`src/rtl/sample_decoder.sv`:
```
// sample_decoder
// Turns one 80-sample window from the 40 kHz shift sampler into a 7-bit
// character. The window holds 8 symbols of 10 samples each: a start symbol
// followed by 7 data symbols, MSB first. Each symbol is resolved by majority
// vote (count of ones against THRESHOLD). One symbol is voted per clock, so
// a full decode takes 8 cycles plus one output cycle.
//
// Optional feature: define SAMPLE_DECODER_ERR_COUNT_EN to add an 8-bit
// saturating err_count output that counts frame_err and overrun pulses.

module sample_decoder #(
  parameter int SAMPLES_PER_SYM = 10,
  parameter int NUM_SYM         = 8,
  parameter int THRESHOLD       = 6
) (
  input  logic                                 clk,
  input  logic                                 rst,
  input  logic [NUM_SYM*SAMPLES_PER_SYM-1:0]   sample,
  input  logic                                 sample_flag,
  output logic [NUM_SYM-2:0]                   data,
  output logic                                 data_valid,
  output logic                                 frame_err,
  output logic                                 overrun,
  output logic                                 busy
`ifdef SAMPLE_DECODER_ERR_COUNT_EN
  ,
  output logic [7:0]                           err_count
`endif
);

  localparam int WIN_W  = NUM_SYM * SAMPLES_PER_SYM;
  localparam int DATA_W = NUM_SYM - 1;
  localparam int IDX_W  = $clog2(NUM_SYM);

  localparam logic [1:0] IDLE = 2'd0;
  localparam logic [1:0] VOTE = 2'd1;
  localparam logic [1:0] OUT  = 2'd2;

  logic [1:0]                 state;
  logic                       flag_d;
  logic [WIN_W-1:0]           win;
  logic [IDX_W-1:0]           sym_idx;
  logic                       start_ok;
  logic [DATA_W-1:0]          shreg;

  logic                       window_end;
  logic [SAMPLES_PER_SYM-1:0] cur_slice;
  logic [3:0]                 ones;
  logic                       sym_bit;

  // Counts the ones in one symbol; 4 bits covers the 0..10 range.
  function automatic logic [3:0] popcount(input logic [SAMPLES_PER_SYM-1:0] s);
    logic [3:0] c;
    c = '0;
    for (int i = 0; i < SAMPLES_PER_SYM; i++) begin
      c = c + {3'b000, s[i]};
    end
    return c;
  endfunction

  assign window_end = flag_d && !sample_flag;

  // The latched window is shifted left one symbol per vote cycle, so the
  // symbol currently being voted always sits in the top slice.
  assign cur_slice = win[WIN_W-1 -: SAMPLES_PER_SYM];
  assign ones      = popcount(cur_slice);
  assign sym_bit   = (ones >= 4'(THRESHOLD));

  // Control FSM, window latch, per-symbol vote and registered output pulses.
  always_ff @(posedge clk or posedge rst) begin
    if (rst) begin
      state      <= IDLE;
      flag_d     <= 1'b0;
      win        <= '0;
      sym_idx    <= '0;
      start_ok   <= 1'b0;
      shreg      <= '0;
      data       <= '0;
      data_valid <= 1'b0;
      frame_err  <= 1'b0;
      overrun    <= 1'b0;
      busy       <= 1'b0;
    end else begin
      flag_d     <= sample_flag;
      data_valid <= 1'b0;
      frame_err  <= 1'b0;
      overrun    <= 1'b0;
      case (state)
        IDLE: begin
          if (window_end) begin
            win     <= sample;
            sym_idx <= '0;
            state   <= VOTE;
            busy    <= 1'b1;
          end
        end
        VOTE: begin
          if (window_end) begin
            overrun <= 1'b1;
          end
          win <= win << SAMPLES_PER_SYM;
          if (sym_idx == '0) begin
            start_ok <= sym_bit;
          end else begin
            shreg <= {shreg[DATA_W-2:0], sym_bit};
          end
          sym_idx <= sym_idx + 1'b1;
          if (sym_idx == IDX_W'(NUM_SYM - 1)) begin
            state <= OUT;
          end
        end
        OUT: begin
          if (window_end) begin
            overrun <= 1'b1;
          end
          if (start_ok) begin
            data       <= shreg;
            data_valid <= 1'b1;
          end else begin
            frame_err <= 1'b1;
          end
          state <= IDLE;
          busy  <= 1'b0;
        end
        default: begin
          state <= IDLE;
          busy  <= 1'b0;
        end
      endcase
    end
  end

`ifdef SAMPLE_DECODER_ERR_COUNT_EN
  logic       fe_next;
  logic       ov_next;
  logic [8:0] err_sum;

  // Error increments are taken from the same conditions that raise the
  // pulses, so the count moves in the same cycle the pulses appear.
  always_comb begin
    fe_next = (state == OUT) && !start_ok;
    ov_next = window_end && (state != IDLE);
    err_sum = {1'b0, err_count} + {8'd0, fe_next} + {8'd0, ov_next};
  end

  // Saturating error counter.
  always_ff @(posedge clk or posedge rst) begin
    if (rst) begin
      err_count <= '0;
    end else if (err_sum > 9'd255) begin
      err_count <= 8'd255;
    end else begin
      err_count <= err_sum[7:0];
    end
  end
`endif

endmodule

```
`config.mk`:
```
export PLATFORM = sky130hd
export DESIGN_NAME = sample_decoder
export DESIGN_NICKNAME = d
export VERILOG_FILES = /design/src/rtl/sample_decoder.sv
export SDC_FILE = /design/constraint.sdc
export NUM_CORES = 1
export LEC_CHECK = 0
export BUFFER_PORTS_ARGS = -buffer_cell sky130_fd_sc_hd__buf_4
export CORE_MARGIN = 3
export CORE_UTILIZATION = 56
export CTS_CLUSTER_DIAMETER = 60
export CTS_CLUSTER_SIZE = 40
export DETAILED_ROUTE_END_ITERATION = 12
export GPL_TIMING_DRIVEN = 0
export HOLD_SLACK_MARGIN = 0.1
export MAX_ROUTING_LAYER = met4
export PLACE_DENSITY = 0.89
export SYNTH_ARGS = -nofsm -noshare
export SYNTH_HDL_FRONTEND = slang
export SYNTH_SLANG_ARGS = --single-unit
```
`constraint.sdc`:
```
create_clock -name clk -period 4.1 [get_ports clk]
set_input_delay 0.41 -clock clk [delete_from_list [all_inputs] [get_ports clk]]
set_output_delay 0.41 -clock clk [all_outputs]
set_load 0.01 [all_outputs]
```
* Yosys cells after proc, flatten, opt, wreduce, memory -nomap -nowiden *
Cells that the tools add are included.

cells by class
  bitwise operators = 2
  multiplexer cells = 15
  multiply operators = 0
  divide/modulo/power cells = 0
  magnitude comparators = 1
  reductions and logical operators = 12
  eq/ne operators = 5
  shifts and indexed selects = 0
  $add $sub $neg = 10

operators by type and width
  kind                 number
  $pmux 80 s2          1
  $mux 80              1
  $add 4x1->4          6
  $reduce_and 2->1     6
  $mux 1               7
  $pmux 3 s2           1
  $add 3x1->4          1
  $ge 4x3->1 const B   1
  $mux 2               2
  $ne 2x2->1 const B   2
  $pmux 2 s2           1
  $add 2x1->3          1
  $add 3x1->3 const B  1
  $eq 3x3->1 const B   1
  $logic_not 3->1      1
  $mux 3               1
  $add 1x1->2          1
  $eq 2x1->1 const B   1
  $eq 2x2->1 const B   1
  $logic_not 2->1      1
  $not 1->1            2
  $pmux 1 s2           1
  $reduce_bool 2->1    1
  $reduce_or 2->1      1
  other kinds (2)      2

word-level totals
  bits in read-only memories = 0
  bits in latches = 0
  output and inout bits = 11
  RAM bits = 0
  input port bits = 83
  memories = 0
  flip-flop bits (word level) = 105
  word-level logic and storage cells = 56

* Depth between registers and ports, before layout *
Gate-level depths: netlist of the first run.

  word-level depth = 10
  depth in mapped cells = 10
  gate-level depth less buffers = 10

* Worst setup path before layout of the first run *
OpenSTA, ideal clock, no wires.

  path type = reg2reg
  start point = register win[75]
  end point = register shreg[0]
  path buffers = 0
  stages on the path, launching flop included = 11
  setup time = 0.125 ns
  slack = 0.976 ns
  data required time = 3.975 ns
  data arrival time = 3.000 ns
  clock period less this slack = 3.124 ns
  path through = dfrtp_1 > fa_1 > inv_1 > fa_1 > fa_1 > inv_1 > ha_1 > fa_1 > a21oi_1 > a41oi_1 > mux2_2

on the way
  longest elaborated chain between the ends = 6

ends and longest elaborated chain
  what                      RTL line  source
  start: declaration        41        logic [WIN_W-1:0] win;
  start signal: assignment  91        win <= sample;
  start signal: assignment  101       win <= win << SAMPLES_PER_SYM;
  $add 4x1->4 (5 in a row)  56        c = c + {3'b000, s[i]};
  $ge 4x3->1                67        assign sym_bit = (ones >= 4'(THRESHOLD));
  end signal: assignment    105       shreg <= {shreg[DATA_W-2:0], sym_bit};
  end: declaration          44        logic [DATA_W-1:0] shreg;

No other way between the ends.
A chain may end at the register's enable or synchronous reset.

* Worst setup path in the final report of the first run *
Ends and elaborated chain as after synthesis.

==> results of run 1 <==
## flip-flops by register name (all words and copies together), names as in the netlist
register    cells
start_ok        1
frame_err       1
data            7
busy            1
sym_idx         3
flag_d          1
shreg           7
data_valid      1
state           2
overrun         1
win            80
## cell families (layout without fill, tap and decap cells)
logic type | Yosys count | count (layout) | synth area share (%)
multiplexers | 158 | 158 | 34.7
flip-flops | 105 | 105 | 51.4
buffers and inverters | 39 | 150 | 4.24
AO/OA/AOI/OAI | 23 | 23 | 3.31
AND/OR/NAND/NOR | 16 | 16 | 1.84
adder cells (fa/ha/maj) | 14 | 14 | 4.31
XOR/XNOR | 1 | 1 | 0.171
## where the power goes
group | leakage [nW] | switching, mW | internal, mW | total [mW]
combinational | 1.54 | 1.10 | 1.37 | 2.47
sequential | 1.29 | 0.268 | 1.53 | 1.80
clock | 0.101 | 0.357 | 0.286 | 0.644
## layer usage
metal,vias to the layer above,track usage (%),wire (um)
met4,0,5.42,92
met5,-,-,0
met3,9,5.23,505
li1,1462,-,-
met2,73,34.7,5180
met1,1601,28.1,4450
## cells in the mapped netlist (2+ instances only)
library cell	count	area share, %
mux2_2	138	30
dfrtp_1	105	51
inv_1	20	1.5
mux2i_1	14	2.7
a22o_1	10	1.7
buf_2	8	0.78
ha_1	8	2.0
a21oi_1	6	0.59
buf_6	6	1.3
fa_1	6	2.4
mux2_1	5	1.1
buf_4	4	0.59
nand3_1	4	0.39
nand2b_1	3	0.37
nand2_1	2	0.15
nand3b_1	2	0.29
nor2b_1	2	0.24
o211ai_1	2	0.29
o21ai_0	2	0.20
## metrics by stage
step                      util (%)  instances
after global routing          70.1        575
after floorplan                  -        356
after CTS                     70.1        575
after detailed placement      67.8        558
after global placement        67.5        557
final                         70.1        575
## worst max path at each step
stage | start | depth (start not counted) | slack [ns] | end
detailed placement | win[75] | 10 | 0.72 | shreg[0]
global route | win[75] | 10 | 0.60 | start_ok
finish | win[75] | 10 | 0.70 | shreg[0]
CTS | win[75] | 10 | 0.69 | shreg[0]
floorplan | rst | 1 | 0.93 | busy
global placement | rst | 2 | -0.22 | win[46]
## final cells by class
| class | count | area [um^2] |
|---|---|---|
| plain buffers | 19 | 141 |
| clock buffers | 10 | 128 |
| clock inverters | 6 | 66.3 |
| fillers | 646 | 2630 |
| inverters | 20 | 77.6 |
| multi-input cells | 212 | 2260 |
| flip-flops and latches | 105 | 2630 |
| well taps | 108 | 135 |
| repair buffers | 95 | 736 |
## cell usage in the layout (no fill, tap or decap), types with 2 or more instances in the layout
cell type  instances
ha_1               8
buf_2              8
clkinv_2           2
clkbuf_1           2
a22o_1            10
fa_1               6
o21ai_0            2
nand2b_1           3
buf_4             97
a21oi_1            6
nand3_1            4
mux2i_1           14
nor2b_1            2
nand3b_1           2
mux2_1             5
buf_6              6
dfrtp_1          105
inv_1             19
clkbuf_8           9
inv_6              2
mux2_2           138
nand2_1            2
o211ai_1           2
==> summary.md, run 1 <==
| Metric | Value |
|---|---|
| Pre-CTS setup slack | `0.722 ns` |
| Max clock buf depth | `2` |
| Post-CTS setup buffer count | `0` |
| Finish-stage setup viols | `0` |
| Crit path max fanout | `2` |
| WP buf/inv | `2` |
| Gp weighted congestion | `0.782` |
| Initial Util | `58.0%` |
| FFs w/ async S/R, synth | `100%` |
| Hold Path Class | `input port to flop` |
| R2R Path End | `shreg[0]` |
| Final Critical Period | `3.40 ns` |
| TritonCTS clock tree | `yes` |
| R2R Path Start | `win[75]` |
| Status | `complete, no violations` |
| Main synth FF type | `dfrtp_1` |
| Critical path class | `flop to flop` |
| Drt first pass iters | `4` |
| Clock slew at reported path FFs | `0.10 ns` |
| Sequential area share after synthesis | `51.4%` |
| Cells after Synth | `356` |
| Rel. slew slack | `46.9%` |
| FMAX | `294 MHz` |
| DIE AREA | `10300 um^2` |
| Unique masters post-synth | `28` |
| Final period util | `83.0%` |
| Synth Cell Area | `5110 um^2` |
| Crit-path slowest cell | `fa_1` |
| Clock Tree Root | `clkbuf_8` |
| Via count | `3145` |
| Resize count post-CTS | `0` |
| I/O Buffers | `93` |
| Number of synthesized flops with an enable pin | `0` |
| Syn Area/Cell | `14.4 um^2` |
| Pwr/cell area | `795 nW/um^2` |
| Worst Hold Path Cells | `1` |
| Max Cap Viol | `0` |
| PnR worst setup slack | `0.697 ns` |
| Endpoints failing hold | `0` |
| # rows | `34` |
| R2R Setup Slk | `0.70 ns` |
| Detailed placement HPWL | `7540 um` |
| First-pass GRT wire length | `16500 um` |
| RSZ-0062 raised after global routing | `no` |
| All-layer global routing usage | `21.7%` |
| Skew-Pair Late Insertion Delay | `0.37 ns` |
| Die Y | `102 um` |
| Die width | `102 um` |
| Hold wc startpoint | `sample_flag` |
| Ys Warns | `0` |
| Clock sinks | `105` |
| Final instance area | `6180 um^2` |
| Hold_ws | `0.166 ns` |
| Boundary Pins | `94` |
| Largest net degree at the start of global routing | `73` |
| Hold Path Sink | `flag_d` |
| Setup TNS | `0 ns` |
| Data required time of the critical path | `4.36 ns` |
| H-tree depth | `3` |
| TritonCTS buffer count | `9` |
| Area grow syn2layout | `20.9%` |
| Worst-path cell chain | `fa_1, inv_1, fa_1, fa_1, inv_1, ha_1, fa_1, a21oi_1, a41oi_1, mux2_2` |
| Post-route total power | `4.91 mW` |
| Setup crit end kind | `flop` |
| Post-route antenna net violation count | `0` |
| Initial antenna violation count | `0` |
| Synth Net Count | `453` |
| Nets | `559` |
| Share of cells above drive strength 1 | `57.6%` |
| Antenna diodes | `0` |
| Initial DRC count | `82` |
| Leak pwr | `2.94 nW` |
| Flops & latches, synth | `105` |
| Routed len/inst | `17.8 um` |
| Worst Tran Pin Value | `0.792 ns` |
| Worst path most repeated cell | `fa_1` |
| Post-CTS Hold Fix Bufs | `1` |
| Final Skew | `0.0139 ns` |
| FF-to-FF path depth | `10` |
| Peak supply drop | `430 uV` |
| Startpoint Class | `flop` |
| Critical path's top delay family | `adder cells` |
| Critical path data arrival time | `3.66 ns` |
| Vias in the first global route | `3386` |
| CP max stage delay | `0.54 ns` |
| Placeable Area | `8810 um^2` |
| Via-to-Cell Ratio | `5.47` |
| Grt ovf | `0` |
| Slew Viols, Final | `0` |
| Residual DRC | `0` |
| Cell area after placement | `5970 um^2` |
| Final WL | `10200 um` |
Power figures use the tool's default switching activity.
==> run 2, diff against run 1 <==
==> constraint.sdc (replaced) <==
create_clock -name clk -period 3.14 [get_ports clk]
set_input_delay 0.314 -clock clk [delete_from_list [all_inputs] [get_ports clk]]
set_output_delay 0.314 -clock clk [all_outputs]
set_load 0.01 [all_outputs]
==> run 2 against run 1 <==
  * Clock-buffer cell count stayed put
  * The flow now finishes with violations (negative setup slack)
  * Sequential power is 31% higher
  * Power grew 34%
  * Design area is 0.39% higher
  * Clock power increased by 31%
  * Hold slack worse by 0.015 ns
  * Die area is the same
==> summary.md, run 2 (same netlist as run 1, synthesis figures left out) <==
| Metric | Value |
|---|---|
| Die width | `102 um` |
| Post-route total power | `6.57 mW` |
| Leak pwr | `2.94 nW` |
| Post-CTS setup buffer count | `0` |
| Startpoint Class | `flop` |
| Die Y | `102 um` |
| Initial Util | `58.0%` |
| Area grow syn2layout | `21.4%` |
| Antenna diodes | `0` |
| Largest net degree at the start of global routing | `73` |
| Boundary Pins | `94` |
| R2R Path Start | `win[75]` |
| Setup crit end kind | `flop` |
| Final period util | `106%` |
| Gp weighted congestion | `0.782` |
| Worst setup startpoint | `win[75]` |
| Data required time of the critical path | `3.40 ns` |
| Max clock buf depth | `2` |
| Hold Path Sink | `win[4]` |
| Final Util | `70.4%` |
| # rows | `34` |
| Cell area after placement | `5970 um^2` |
| First-pass GRT wire length | `16500 um` |
| Skew-Pair Late Insertion Delay | `0.37 ns` |
| Final instance area | `6200 um^2` |
| Routed len/inst | `17.9 um` |
| Finish-stage setup viols | `2` |
| Residual DRC | `0` |
| FF-to-FF path depth | `10` |
| Via-to-Cell Ratio | `5.52` |
| Final WL | `10300 um` |
| Peak supply drop | `601 uV` |
| Critical path class | `flop to flop` |
| PnR worst setup slack | `-0.198 ns` |
| Grt ovf | `0` |
| Initial DRC count | `87` |
| Max Cap Viol | `0` |
| Final Critical Period | `3.34 ns` |
| Crit path max fanout | `2` |
| Top reg by flops | `win` |
| RSZ-0062 raised after global routing | `yes` |
| Final Skew | `0.0126 ns` |
| Via count | `3179` |
| FMAX | `300 MHz` |
| Worst Hold Path Cells | `2` |
| Most frequent cells in the layout | `138 x mux2_2, 105 x dfrtp_1, 97 x buf_4` |
| Nets | `560` |
| Failing checks | `negative setup slack` |
| Post-route antenna net violation count | `0` |
| Placeable Area | `8810 um^2` |
| Status | `finished, violations left` |
| R2R Path End | `shreg[0]` |
| Max reg flops | `80` |
| R2R Setup Slk | `-0.20 ns` |
| H-tree depth | `3` |
| DIE AREA | `10300 um^2` |
| Worst Tran Pin Value | `0.793 ns` |
| Pwr/cell area | `1060 nW/um^2` |
| All-layer global routing usage | `21.8%` |
| I/O Buffers | `93` |
| Hold wc startpoint | `sample[4]` |
| Slew Viols, Final | `0` |
| Rel. slew slack | `46.9%` |
| TritonCTS clock tree | `yes` |
| Hold Path Class | `input port to flop` |
| Commonest non-fill, non-tap cell in the layout | `mux2_2` |
| Share of cells above drive strength 1 | `58.1%` |
| Clock slew at reported path FFs | `0.10 ns` |
| TritonCTS buffer count | `9` |
| Vias in the first global route | `3395` |
| Critical path data arrival time | `3.60 ns` |
| Clock Tree Root | `clkbuf_8` |
| Detailed placement HPWL | `7540 um` |
| FILL cells | `645` |
| Initial antenna violation count | `0` |
| Top flop regs | `win (80), data (7), shreg (7)` |
| Endpoints failing hold | `0` |
| Drt first pass iters | `4` |
| Clock sinks | `105` |
-- run 2: worst max-delay path, stage by stage (launching register included) --
cell	delay (ns)
dfrtp_1	0.42
fa_1	0.54
inv_1	0.05
fa_1	0.47
fa_1	0.50
inv_1	0.04
ha_2	0.17
fa_1	0.49
a21oi_2	0.18
a41oi_2	0.07
mux2_2	0.28
-- run 2: metrics by stage --
step / setup TNS [ns] / worst slack [ns] / instances / hold WS (ns)
2_1_floorplan: 0 / 0.0155 / 356 / 0.345
3_3_place_gp: -113.63 / -1.09 / 557 / 0.438
3_5_place_dp: -0.473 / -0.238 / 558 / 0.360
4_1_cts: -0.471 / -0.237 / 576 / 0.130
5_1_grt: -0.565 / -0.287 / 576 / 0.139
6_report: -0.394 / -0.198 / 576 / 0.151
-- run 2: how the worst max path moves through the flow --
| stage | end | slack [ns] | depth (start not counted) |
|---|---|---|---|
| 2_1_floorplan | shreg[0] | 0.02 | 10 |
| 3_3_place_gp | win[44] | -1.09 | 2 |
| 3_5_place_dp | shreg[0] | -0.24 | 10 |
| 4_1_cts | shreg[0] | -0.24 | 10 |
| 5_1_grt | start_ok | -0.29 | 10 |
| 6_report | shreg[0] | -0.20 | 10 |
-- run 2: where the power goes --
part	internal (mW)	switching, mW	leakage (nW)	total [mW]
combinational	1.85	1.53	1.55	3.38
sequential	2.00	0.352	1.29	2.35
clock	0.374	0.467	0.101	0.841
total	4.23	2.35	2.94	6.57
-- run 2: timing repair --
item,4_1_cts,5_1_grt
pin swaps,4,2
hold buffers,2,0
setup endpoints to repair,2,2
gates resized for setup,3,0
endpoints found under the hold margin,34,0
-- run 2: final cells by class --
class / count / area [um^2] / area share (%)
clock buffer: 10 / 128 / 2.06
sequential: 105 / 2630 / 42.4
multi-input combinational: 212 / 2280 / 36.8
inverter: 20 / 77.6 / 1.25
tap: 108 / 135 / 2.18
clock inverter: 6 / 66.3 / 1.07
timing repair buffer: 96 / 746 / 12.0
buffer: 19 / 141 / 2.28
-- run 2: layer usage --
metal  part of all wire, %  global-route usage [%]
met1                    43                    28.2
met2                    51                    34.9
met3                   4.7                    5.23
met4                   1.3                    5.42
met5                     0                       -
==> run 3, diff against run 2 <==
--- a/config.mk
+++ b/config.mk
@@ -7,14 +7,13 @@
 export LEC_CHECK = 0
 export BUFFER_PORTS_ARGS = -buffer_cell sky130_fd_sc_hd__buf_4
 export CORE_MARGIN = 3
-export CORE_UTILIZATION = 56
+export CORE_UTILIZATION = 35
 export CTS_CLUSTER_DIAMETER = 60
 export CTS_CLUSTER_SIZE = 40
 export DETAILED_ROUTE_END_ITERATION = 12
 export GPL_TIMING_DRIVEN = 0
 export HOLD_SLACK_MARGIN = 0.1
 export MAX_ROUTING_LAYER = met4
-export PLACE_DENSITY = 0.89
 export SYNTH_ARGS = -nofsm -noshare
 export SYNTH_HDL_FRONTEND = slang
 export SYNTH_SLANG_ARGS = --single-unit
==> run 3 against run 2 <==
  * The flow still finishes with violations (negative setup slack)
  * Die area rose by 56%
  * Power rose by 6.0%
  * Combinational power about the same
  * Clock power grew 47%
  * Register-to-register slack about the same
  * Non-clock buffer count up 1
  * Core utilization fell by 25 points
  * Cell count increased by 13%
  * Hold slack improved by 0.022 ns
  * Via count decreased by 2.3%
  * Flip-flop and latch count unchanged
  * Fmax rose by 0.35%
  * Critical path type unchanged
==> summary.md, run 3 (same netlist as run 1, synthesis figures left out) <==
| Metric | Value |
|---|---|
| Status | `finished, violations left` |
| Failing checks | `negative setup slack` |
| Rel. slew slack | `47.1%` |
| Slew Viols, Final | `0` |
| Post-route antenna net violation count | `0` |
| Boundary Pins | `94` |
| Via-to-Cell Ratio | `4.79` |
| Drt first pass iters | `4` |
| Finish-stage setup viols | `2` |
| Pre-CTS setup slack | `-0.312 ns` |
| Endpoints failing hold | `0` |
| Vias in the first global route | `3434` |
| Cell area after placement | `6060 um^2` |
| Hold_ws | `0.172 ns` |
| Skew-Pair Late Insertion Delay | `0.36 ns` |
| Critical path class | `flop to flop` |
| RSZ-0062 raised after global routing | `yes` |
| All-layer global routing usage | `14.9%` |
| Largest net degree at the start of global routing | `64` |
| Data required time of the critical path | `3.38 ns` |
| H-tree depth | `3` |
| Met3 Routed Length | `648 um` |
| Final instance area | `6440 um^2` |
| Max reg flops | `80` |
| Clock sinks | `105` |
| Final Skew | `0.00901 ns` |
| Gp weighted congestion | `0.753` |
| TritonCTS clock tree | `yes` |
| Share of cells above drive strength 1 | `58.5%` |
| Worst Tran Pin Value | `0.789 ns` |
| Most frequent cells in the layout | `136 x mux2_2, 105 x dfrtp_1, 98 x buf_4` |
| Nets | `561` |
| Final Critical Period | `3.33 ns` |
| Initial DRC count | `82` |
| Max Cap Viol | `0` |
| Setup crit end kind | `flop` |
| Dpl cells | `630` |
| Initial antenna violation count | `0` |
| DIE AREA | `16100 um^2` |
| Fin cells | `648` |
| Clock Tree Root | `clkbuf_16` |
| Leak pwr | `3.01 nW` |
| Detailed placement HPWL | `8070 um` |
| Die width | `127 um` |
| FILL cells | `1314` |
| Commonest non-fill, non-tap cell in the layout | `mux2_2` |
| DR top layer | `met4` |
| Area grow syn2layout | `26.1%` |
| Routed len/inst | `16.9 um` |
| Final WL | `11000 um` |
| PnR worst setup slack | `-0.186 ns` |
| Peak supply drop | `514 uV` |
| Via count | `3107` |
| FMAX | `301 MHz` |
| Post-route total power | `6.97 mW` |
| TritonCTS buffer count | `9` |
| Met2 WL | `4950 um` |
| # rows | `43` |
| Antenna diodes | `0` |
| Startpoint Class | `flop` |
| Critical path data arrival time | `3.57 ns` |
| Final period util | `106%` |
| Residual DRC | `0` |
| I/O Buffers | `93` |
| Hold Path Class | `input port to flop` |
| First-pass GRT wire length | `18000 um` |
| Top flop regs | `win (80), data (7), shreg (7)` |
| Clock slew at reported path FFs | `0.07 ns` |
| Crit path max fanout | `2` |
| Max clock buf depth | `2` |
| Placeable Area | `14100 um^2` |
| Die Y | `127 um` |
| Pwr/cell area | `1080 nW/um^2` |
| Grt ovf | `0` |
| Top reg by flops | `win` |
| Initial Util | `36.2%` |
| WL met1 | `5220 um` |
==> run 3: changes by cell type in the layout (fill, tap and decap cells not counted), sizes merged <==
cell | previous run | this run
clkinv | 3 | 1
inv | 22 | 20
buf | 112 | 113
bufinv | 1 | 2
clkbuf | 11 | 12
clkinvlp | 0 | 1
==> run 3: final timing paths <==
path | from | to | slack, ns | depth (start not counted)
max | win[75] | shreg[0] | -0.19 | 10
min | sample[8] | win[8] | 0.17 | 2
max reg2reg | win[75] | shreg[0] | -0.19 | 10
min reg2reg | start_ok | frame_err | 0.45 | 1
max in group asynchronous | rst | win[64] | 1.84 | 4
min in group asynchronous | rst | win[4] | 0.59 | 3
==> run 3: through the flow <==
step                      util (%)  TNS (ns)
final                         45.7    -0.370
after global routing          45.7    -0.683
after CTS                     45.6    -0.399
after detailed placement      43.0    -0.624
after global placement        42.8   -129.53
after floorplan                  -         0
==> run 3: area by class of cell <==
cell class / instances / area (um^2) / share of cell area, %
repair buffers: 97 / 753 / 11.7
clock inverters: 4 / 76.3 / 1.19
inverters: 20 / 77.6 / 1.20
multi-input cells: 212 / 2290 / 35.5
flip-flops and latches: 105 / 2630 / 40.8
well taps: 180 / 225 / 3.50
plain buffers: 19 / 141 / 2.20
clock buffers: 11 / 253 / 3.92
==> run 3: what timing repair did <==
action                                 in CTS  in global routing
hold buffers                                2                  0
cloned                                      0                  0
setup endpoints to repair                   2                  2
endpoints found under the hold margin      43                  0
resized for setup                           4                  2
setup buffers                               0                  1
pin swaps                                   1                  0
==> run 3: layer usage <==
layer  vias to the layer above  GRT usage [%]
li1                       1469              -
met1                      1548           20.1
met2                        77           21.3
met3                        13           5.22
met4                         0           3.91
met5                         -              -
==> run 3: worst max-delay path, cell delays in order, from the launching register on <==
cell and delay, ns:
dfrtp_1 0.40, fa_1 0.56, inv_2 0.04, fa_1 0.46
fa_1 0.49, inv_1 0.04, ha_2 0.17, fa_1 0.48
nand2b_1 0.11, a41oi_2 0.15, mux2_4 0.30
==> run 3: report_power, final <==
part	internal [mW]	total, mW	leakage (nW)	switching, mW
sequential	2.00	2.35	1.29	0.348
combinational	1.87	3.38	1.56	1.51
clock	0.739	1.24	0.158	0.503
total	4.61	6.97	3.01	2.36
